[src/rtl/fb_pkg.sv]
// Shared types and parameter derivations for the framebuffer rectangle-fill engine.
package fb_pkg;

    typedef enum logic [2:0] {
        IDLE  = 3'd0,
        SETUP = 3'd1,
        FILL  = 3'd2,
        RD    = 3'd3,
        WR    = 3'd4,
        DONE  = 3'd5
    } fb_rect_state_t;

    function automatic int unsigned pixel_bytes(input int unsigned pixel_bits);
        return (pixel_bits - 32'd1) / 32'd8 + 32'd1;
    endfunction

    // log2 of the pixel size in bytes (pixel size is 1, 2 or 4 bytes)
    function automatic int unsigned pixel_shift(input int unsigned pbytes);
        int unsigned sh;
        case (pbytes)
            32'd4:   sh = 32'd2;
            32'd2:   sh = 32'd1;
            default: sh = 32'd0;
        endcase
        return sh;
    endfunction

    function automatic int unsigned addr_width(input int unsigned res_x,
                                               input int unsigned res_y,
                                               input int unsigned pixel_bits);
        return $clog2(res_x * res_y * pixel_bytes(pixel_bits));
    endfunction

    // Color already zero-extended to 32 bits; copy it into every pixel slot of the word.
    function automatic logic [31:0] replicate_color(input logic [31:0] color,
                                                    input int unsigned pbytes);
        logic [31:0] rep;
        case (pbytes)
            32'd1:   rep = {4{color[7:0]}};
            32'd2:   rep = {2{color[15:0]}};
            default: rep = color;
        endcase
        return rep;
    endfunction

endpackage

[src/rtl/fb_word_strobe.sv]
// Byte-lane strobe and span end for one packed 32-bit write starting at pixel x.
module fb_word_strobe
    import fb_pkg::*;
#(
    parameter int XW          = 9,
    parameter int PIXEL_BYTES = 1
) (
    input  logic [XW-1:0] x,
    input  logic [XW-1:0] x_end,
    input  logic [1:0]    lane,
    output logic [3:0]    strobe,
    output logic [XW-1:0] next_x
);

    localparam int PB_SHIFT = pixel_shift(PIXEL_BYTES);

    logic [2:0]  lane_ext_s;
    logic [2:0]  room_s;
    logic [XW:0] boundary_s;
    logic [2:0]  px_s;
    logic [2:0]  bytes_s;

    // Span ends at the next word boundary or the clipped row end, whichever is first.
    always_comb begin
        lane_ext_s = {1'b0, lane};
        room_s     = (3'd4 - lane_ext_s) >> PB_SHIFT;
        boundary_s = {1'b0, x} + (XW+1)'(room_s);
        if (boundary_s < {1'b0, x_end}) begin
            next_x = boundary_s[XW-1:0];
        end else begin
            next_x = x_end;
        end
        px_s    = 3'(next_x - x);
        bytes_s = px_s << PB_SHIFT;
        strobe  = 4'd0;
        for (int i = 0; i < 4; i++) begin
            if ((3'(i) >= lane_ext_s) && (3'(i) < (lane_ext_s + bytes_s))) begin
                strobe[i] = 1'b1;
            end else begin
                strobe[i] = 1'b0;
            end
        end
    end

endmodule

[src/rtl/fb_rect_fill.sv]
// Rectangle-fill write engine for framebuffer port_b; clips to the screen and packs pixels per word.
// Optional read-modify-write XOR mode is enabled by defining FB_RECT_FILL_XOR_EN.
module fb_rect_fill
    import fb_pkg::*;
#(
    parameter int  RESOLUTION_X = 400,
    parameter int  RESOLUTION_Y = 300,
    parameter int  PIXEL_BITS   = 8,
    localparam int XW = $clog2(RESOLUTION_X + 1),
    localparam int YW = $clog2(RESOLUTION_Y + 1),
    localparam int AW = addr_width(RESOLUTION_X, RESOLUTION_Y, PIXEL_BITS)
) (
    input  logic                  dp_clk,
    input  logic                  dp_reset_n,
    input  logic                  cmd_valid,
    output logic                  cmd_ready,
    input  logic [XW-1:0]         cmd_x0,
    input  logic [YW-1:0]         cmd_y0,
    input  logic [XW-1:0]         cmd_width,
    input  logic [YW-1:0]         cmd_height,
    input  logic [PIXEL_BITS-1:0] cmd_color,
    input  logic                  cmd_xor,
    output logic                  busy,
    output logic                  done,
    output logic [AW-1:0]         port_b_address,
    output logic [31:0]           port_b_wr_data,
    output logic [3:0]            port_b_wr_en,
    output logic                  port_b_rd_en,
    input  logic [31:0]           port_b_rd_data
);

    localparam int PIXEL_BYTES = pixel_bytes(PIXEL_BITS);
    localparam int PB_SHIFT    = pixel_shift(PIXEL_BYTES);
    localparam int BW          = AW + 1;
    localparam logic [XW:0]   RES_X_EXT = (XW+1)'(RESOLUTION_X);
    localparam logic [YW:0]   RES_Y_EXT = (YW+1)'(RESOLUTION_Y);
    localparam logic [BW-1:0] PITCH     = BW'(RESOLUTION_X * PIXEL_BYTES);

    fb_rect_state_t state_r, state_nxt;

    logic [XW-1:0]         x0_r, width_r, x_end_r, cur_x_r;
    logic [YW-1:0]         y0_r, height_r, y_end_r, cur_y_r;
    logic [PIXEL_BITS-1:0] color_r;
    logic [BW-1:0]         row_base_r;
    logic [3:0]            strobe_r;
    logic [AW-1:0]         addr_r, addr_nxt;
    logic [3:0]            wr_en_r, wr_en_nxt;
    logic                  rd_en_r, rd_en_nxt;
    logic                  done_r, done_nxt;
    logic [31:0]           wr_data_r;

    logic [XW:0]   x_sum_s;
    logic [YW:0]   y_sum_s;
    logic [XW-1:0] x_end_s;
    logic [YW-1:0] y_end_s;
    logic          empty_s;
    logic [BW-1:0] setup_base_s;

    logic [XW-1:0] src_x_s, src_x_end_s, next_x_s, adv_x_s;
    logic [YW-1:0] src_y_s, adv_y_s;
    logic [BW-1:0] src_base_s, adv_base_s;
    logic [AW-1:0] byte_addr_s;
    logic [3:0]    strobe_s;
    logic          row_done_s;
    logic          more_s;
    logic          issue_s;
    logic          xor_mode_s;

`ifdef FB_RECT_FILL_XOR_EN
    logic xor_r;

    // Capture the XOR flag together with the rest of the command.
    always_ff @(posedge dp_clk or negedge dp_reset_n) begin
        if (!dp_reset_n) begin
            xor_r <= 1'b0;
        end else if ((state_r == IDLE) && cmd_valid) begin
            xor_r <= cmd_xor;
        end
    end

    assign xor_mode_s     = xor_r;
    assign port_b_wr_data = (state_r == WR) ? (port_b_rd_data ^ wr_data_r) : wr_data_r;
`else
    logic unused_s;

    assign unused_s       = ^{cmd_xor, port_b_rd_data};
    assign xor_mode_s     = 1'b0;
    assign port_b_wr_data = wr_data_r;
`endif

    // Clip the captured command to the screen; row_base of the first row is the only multiply.
    always_comb begin
        x_sum_s = {1'b0, x0_r} + {1'b0, width_r};
        y_sum_s = {1'b0, y0_r} + {1'b0, height_r};
        if (x_sum_s > RES_X_EXT) begin
            x_end_s = RES_X_EXT[XW-1:0];
        end else begin
            x_end_s = x_sum_s[XW-1:0];
        end
        if (y_sum_s > RES_Y_EXT) begin
            y_end_s = RES_Y_EXT[YW-1:0];
        end else begin
            y_end_s = y_sum_s[YW-1:0];
        end
        empty_s = (width_r == {XW{1'b0}}) || (height_r == {YW{1'b0}}) ||
                  ({1'b0, x0_r} >= RES_X_EXT) || ({1'b0, y0_r} >= RES_Y_EXT);
        setup_base_s = BW'(y0_r) * PITCH;
    end

    // The first word comes straight from the setup results, later words from the walk registers.
    always_comb begin
        if (state_r == SETUP) begin
            src_x_s     = x0_r;
            src_y_s     = y0_r;
            src_base_s  = setup_base_s;
            src_x_end_s = x_end_s;
        end else begin
            src_x_s     = cur_x_r;
            src_y_s     = cur_y_r;
            src_base_s  = row_base_r;
            src_x_end_s = x_end_r;
        end
        byte_addr_s = AW'(src_base_s + (BW'(src_x_s) << PB_SHIFT));
    end

    fb_word_strobe #(
        .XW          (XW),
        .PIXEL_BYTES (PIXEL_BYTES)
    ) u_word_strobe (
        .x      (src_x_s),
        .x_end  (src_x_end_s),
        .lane   (byte_addr_s[1:0]),
        .strobe (strobe_s),
        .next_x (next_x_s)
    );

    // Walk position after the word being issued; wrapping the row steps down one pitch.
    always_comb begin
        row_done_s = (next_x_s == src_x_end_s);
        if (row_done_s) begin
            adv_x_s    = x0_r;
            adv_y_s    = src_y_s + YW'(1);
            adv_base_s = src_base_s + PITCH;
        end else begin
            adv_x_s    = next_x_s;
            adv_y_s    = src_y_s;
            adv_base_s = src_base_s;
        end
        more_s = (cur_y_r != y_end_r);
    end

    // State register.
    always_ff @(posedge dp_clk or negedge dp_reset_n) begin
        if (!dp_reset_n) begin
            state_r <= IDLE;
        end else begin
            state_r <= state_nxt;
        end
    end

    // Next-state logic.
    always_comb begin
        state_nxt = state_r;
        case (state_r)
            IDLE: begin
                if (cmd_valid) state_nxt = SETUP;
                else           state_nxt = IDLE;
            end
            SETUP: begin
                if (empty_s)         state_nxt = DONE;
                else if (xor_mode_s) state_nxt = RD;
                else                 state_nxt = FILL;
            end
            FILL: begin
                if (more_s) state_nxt = FILL;
                else        state_nxt = DONE;
            end
            RD:      state_nxt = WR;
            WR: begin
                if (more_s) state_nxt = RD;
                else        state_nxt = DONE;
            end
            DONE:    state_nxt = IDLE;
            default: state_nxt = IDLE;
        endcase
    end

    // Port_b request for the next cycle: issue a word, or finish the write half of an XOR pair.
    always_comb begin
        addr_nxt  = addr_r;
        wr_en_nxt = 4'd0;
        rd_en_nxt = 1'b0;
        case (state_r)
            SETUP:    issue_s = !empty_s;
            FILL, WR: issue_s = more_s;
            default:  issue_s = 1'b0;
        endcase
        if (issue_s) begin
            addr_nxt = {byte_addr_s[AW-1:2], 2'b00};
            if (xor_mode_s) begin
                rd_en_nxt = 1'b1;
            end else begin
                wr_en_nxt = strobe_s;
            end
        end else if (state_r == RD) begin
            wr_en_nxt = strobe_r;
        end else begin
            wr_en_nxt = 4'd0;
        end
        done_nxt = (state_nxt == DONE);
    end

    // Registered port_b outputs and done pulse.
    always_ff @(posedge dp_clk or negedge dp_reset_n) begin
        if (!dp_reset_n) begin
            addr_r    <= {AW{1'b0}};
            wr_en_r   <= 4'd0;
            rd_en_r   <= 1'b0;
            done_r    <= 1'b0;
            wr_data_r <= 32'd0;
        end else begin
            addr_r  <= addr_nxt;
            wr_en_r <= wr_en_nxt;
            rd_en_r <= rd_en_nxt;
            done_r  <= done_nxt;
            if (state_r == SETUP) begin
                wr_data_r <= replicate_color(32'(color_r), PIXEL_BYTES);
            end
        end
    end

    // Command capture on the handshake edge.
    always_ff @(posedge dp_clk or negedge dp_reset_n) begin
        if (!dp_reset_n) begin
            x0_r     <= {XW{1'b0}};
            y0_r     <= {YW{1'b0}};
            width_r  <= {XW{1'b0}};
            height_r <= {YW{1'b0}};
            color_r  <= {PIXEL_BITS{1'b0}};
        end else if ((state_r == IDLE) && cmd_valid) begin
            x0_r     <= cmd_x0;
            y0_r     <= cmd_y0;
            width_r  <= cmd_width;
            height_r <= cmd_height;
            color_r  <= cmd_color;
        end
    end

    // Clipped bounds and walk position, advanced whenever a word is issued.
    always_ff @(posedge dp_clk or negedge dp_reset_n) begin
        if (!dp_reset_n) begin
            x_end_r    <= {XW{1'b0}};
            y_end_r    <= {YW{1'b0}};
            cur_x_r    <= {XW{1'b0}};
            cur_y_r    <= {YW{1'b0}};
            row_base_r <= {BW{1'b0}};
            strobe_r   <= 4'd0;
        end else begin
            if (state_r == SETUP) begin
                x_end_r <= x_end_s;
                y_end_r <= y_end_s;
            end
            if (issue_s) begin
                cur_x_r    <= adv_x_s;
                cur_y_r    <= adv_y_s;
                row_base_r <= adv_base_s;
                strobe_r   <= strobe_s;
            end
        end
    end

    assign cmd_ready      = (state_r == IDLE);
    assign busy           = (state_r != IDLE);
    assign done           = done_r;
    assign port_b_address = addr_r;
    assign port_b_wr_en   = wr_en_r;
    assign port_b_rd_en   = rd_en_r;

endmodule

[config.mk]
export PLATFORM = sky130hd
export DESIGN_NAME = fb_rect_fill
export DESIGN_NICKNAME = d
export VERILOG_FILES = /design/src/rtl/fb_pkg.sv /design/src/rtl/fb_word_strobe.sv /design/src/rtl/fb_rect_fill.sv
export SDC_FILE = /design/constraint.sdc
export NUM_CORES = 1
export LEC_CHECK = 0
export ABC_AREA = 1
export CORE_ASPECT_RATIO = 1.4
export CORE_MARGIN = 2
export CORE_UTILIZATION = 40
export CTS_CLUSTER_SIZE = 40
export DETAILED_ROUTE_END_ITERATION = 8
export GPL_ROUTABILITY_DRIVEN = 1
export HOLD_SLACK_MARGIN = 0.15
export PLACE_DENSITY = 0.68
export SLEW_MARGIN = 20
export SYNTH_ARGS = -nofsm -noshare
export SYNTH_HDL_FRONTEND = slang
export SYNTH_HIERARCHICAL = 1
export SYNTH_SLANG_ARGS = --single-unit
[constraint.sdc]
create_clock -name dp_clk -period 6.3 [get_ports dp_clk]
set_clock_uncertainty 0.1 [all_clocks]
set_input_delay 1.26 -clock dp_clk [delete_from_list [all_inputs] [get_ports dp_clk]]
set_output_delay 1.26 -clock dp_clk [all_outputs]
set_load 0.03 [all_outputs]
==> metrics <==
status finished clean; count of buffers inserted at the top-level ports 100; number of hold buffers added after CTS 0; Post-synth ARST share 100%; mean routed wirelength per cell 13.7 um; Final GP Congestion 0.875; I/O pin total 137; most common library cell in the layout ignoring fill and taps nand2_1; Clk Latency, worst-skew pair 0.43 ns; post-route minimum period 6.09 ns; routed via count 8632; Critical Path Slowest Stage Cell fa_1; overall die width 136 um; Final #Nets 1585; clock buffers created by TritonCTS 17; Netlist cell types 47; Fin. Hold Viols 0; met2 routed wirelength 12100 um; post-synthesis instance area 9820 sq um; post-layout util 48.9%; register bit total from synthesis 132; max-slew violation total from the final report 0; # placed instances 1693; First-pass DRT Iterations 5; max incr delay on CP 0.48 ns; Syn Area/Cell 7.40 sq um; number of maximum-capacitance constraint violations 0; die height 189 um; total negative slack 0 ns; proportion of synthesized chip area in sequential cells 33.6%; Crit path required time 6.50 ns; first-pass GRT wire length 40200 um; xor and xnor area share after synthesis 3.93%; Detail Route Antenna Nets 0; Area growth syn-to-layout 19.8%; Least-Margin Pin Slew 0.962 ns; largest fanout of any net on the critical path 6; worst setup path category reg -> reg; achievable clock frequency 164 MHz; Max H-tree Level 4; via density per instance 4.97; overall die area 25800 sq um; DR iter-0 viols 386; CTS tree built; Final Routed Wirelength 23700 um; GRT Util Overall 19.4%; total clock sinks 132; Antenna diodes 0; top library cells by usage in the layout, fill and taps aside nand2_1 (343), inv_1 (199), dfrtp_1 (132); routed length on met1 10000 um; pre-CTS setup slack 0.00254 ns; fillcell total 2313; clock root buffer master clkbuf_16; area occupied by multi-input gates 5460 sq um; count of unresolved DRC violations after routing 0; post-synthesis adder-cell area fraction 12.4%; fraction of final layout cells with drive strength greater than 1 11.0%; simple-gate share of the synthesized area 26.6%; tightest slew margin relative to the limit 35.8%; number of global-route vias before repair 8474; dominant register cell in the synthesized netlist dfrtp_1; critical path arrival 6.29 ns; main combinational cell family by area after synthesis simple AND/OR/NAND/NOR gates; cell repeated most along the worst path nand2_1; Warnings, synthesis 6; unrepaired setup endpoints after global routing yes; antenna violations before repair 0; final number of setup-violating endpoints 0; Core Footprint 24100 sq um; mux cell area share after synthesis 2.52%; number of flops mapped to enable cells by yosys 0; met3 wire length 1060 um; largest net degree at the start of global routing 86; cell count after synthesis 1327; clk slew on worst S/H paths 0.06 ns; total global routing overflow 0; number of buffers on the longest clock path 2; initial standard-cell utilization of the core 40.8%; Final HPWL DP 17400 um; Critical Path Sink Type flop; Sequential Area 3300 sq um; portion of the clock cycle consumed by the worst path in the final layout 96.6%; startpoint class of the critical path flop; fraction of the mapped netlist area in compound gates 8.91%; top layer used by detailed routing met4; final critical-path setup slack 0.212 ns; number of standard-cell rows in the floorplan 67; Final Non-Filler Cells 1737; worst hold path class reg -> reg
[metal layers]
layer  vias up  GRT usage [%]
met4         0           7.01
met1      4019           23.0
met2       220           35.0
met3        33           3.16
met5         -              0
li1       4360              -
[cell usage after synthesis, types with 2 or more instances]
master,count,area (sq um)
o211ai_1,2,15.0
o22ai_1,4,25.0
inv_2,7,26.3
a31oi_1,5,31.3
nor2_1,77,289
nand4_1,14,87.6
dfrtp_1,132,3300
ha_1,81,1010
xor2_1,29,254
nor4_1,6,37.5
o21ai_0,79,395
nand2_1,349,1310
a21oi_1,51,255
buf_6,3,33.8
and3_1,2,12.5
nand3b_1,7,52.6
fa_1,10,200
o21ai_1,9,45.0
buf_4,29,218
buf_1,2,7.51
clkbuf_1,20,75.1
mux2_2,22,248
o31ai_1,3,22.5
nor2_2,3,18.8
or2_2,15,93.8
inv_1,205,769
nand2_2,8,50.1
nand3_1,99,495
nor3_1,9,45.0
o21ai_2,2,17.5
a311oi_1,2,17.5
xnor2_1,15,131
nand2_4,3,33.8
buf_2,10,50.1
[kinds of logic (layout without fill, tap and decap cells)]
| logic type | after synthesis | after routing |
|---|---|---|
| simple gates | 599 | 599 |
| xor+xnor | 44 | 44 |
| buf+inv | 276 | 374 |
| compound gates | 162 | 162 |
| flops | 132 | 132 |
| other cells | 1 | 3 |
| fa+ha+maj | 91 | 91 |
| mux | 22 | 22 |
[path summary, 6_finish.rpt]
path | cells past startpoint | start | slack, ns | end
min | 2 | color_r[7] | 0.37 | port_b_wr_data[23]
min in group asynchronous | 1 | dp_reset_n | 0.78 | width_r[5]
max | 37 | state_r[2] | 0.21 | strobe_r[0]
max in group asynchronous | 2 | dp_reset_n | 4.20 | strobe_r[3]
min reg2reg | 2 | color_r[7] | 0.37 | port_b_wr_data[23]
max reg2reg | 37 | state_r[2] | 0.21 | strobe_r[0]
[critical path, delay by kind of cell (launching register included)]
kind / cells / cell delay, ns
adder cells (fa/ha/maj): 7 / 2.50
buffers and inverters: 9 / 0.57
AO/OA/AOI/OAI: 4 / 0.48
flip-flops: 1 / 0.41
XOR/XNOR: 3 / 0.62
AND/OR/NAND/NOR: 14 / 1.27
[metrics by stage]
stage	instance area, sq um	hold slack (ns)
final	11800	0.367
after global routing	11800	0.384
after CTS	11600	0.371
after detailed placement	11000	0.354
after global placement	11000	0.348
after floorplan	9880	0.336
[flip-flops by register name, summed over array words and instances, names as in the netlist, 9 cells and up]
| name | flops |
|---|---|
| cur_x_r | 9 |
| y_end_r | 9 |
| port_b_address | 15 |
| cur_y_r | 9 |
| y0_r | 9 |
| row_base_r | 17 |
| x_end_r | 9 |
| width_r | 9 |
| x0_r | 9 |
| height_r | 9 |
[repair_timing]
item | 4_1_cts | 5_1_grt
setup endpoints to repair | 6 | 39
resized for setup | 2 | 24
endpoints found under the hold margin | 0 | 0
buffers inserted | 0 | 12
pin swaps | 1 | 24
[final cells by class]
type                    instances  share of cell area (%)
flip-flops and latches        132                    28.1
clock inverters                12                    1.01
well taps                     310                    3.30
inverters                     212                    6.81
multi-input cells             921                    46.4
clock buffers                  20                    3.97
repair buffers                130                    10.4
Power is not shown: default switching activity piles up to over one toggle a cycle in this logic, so the estimate is an artifact.
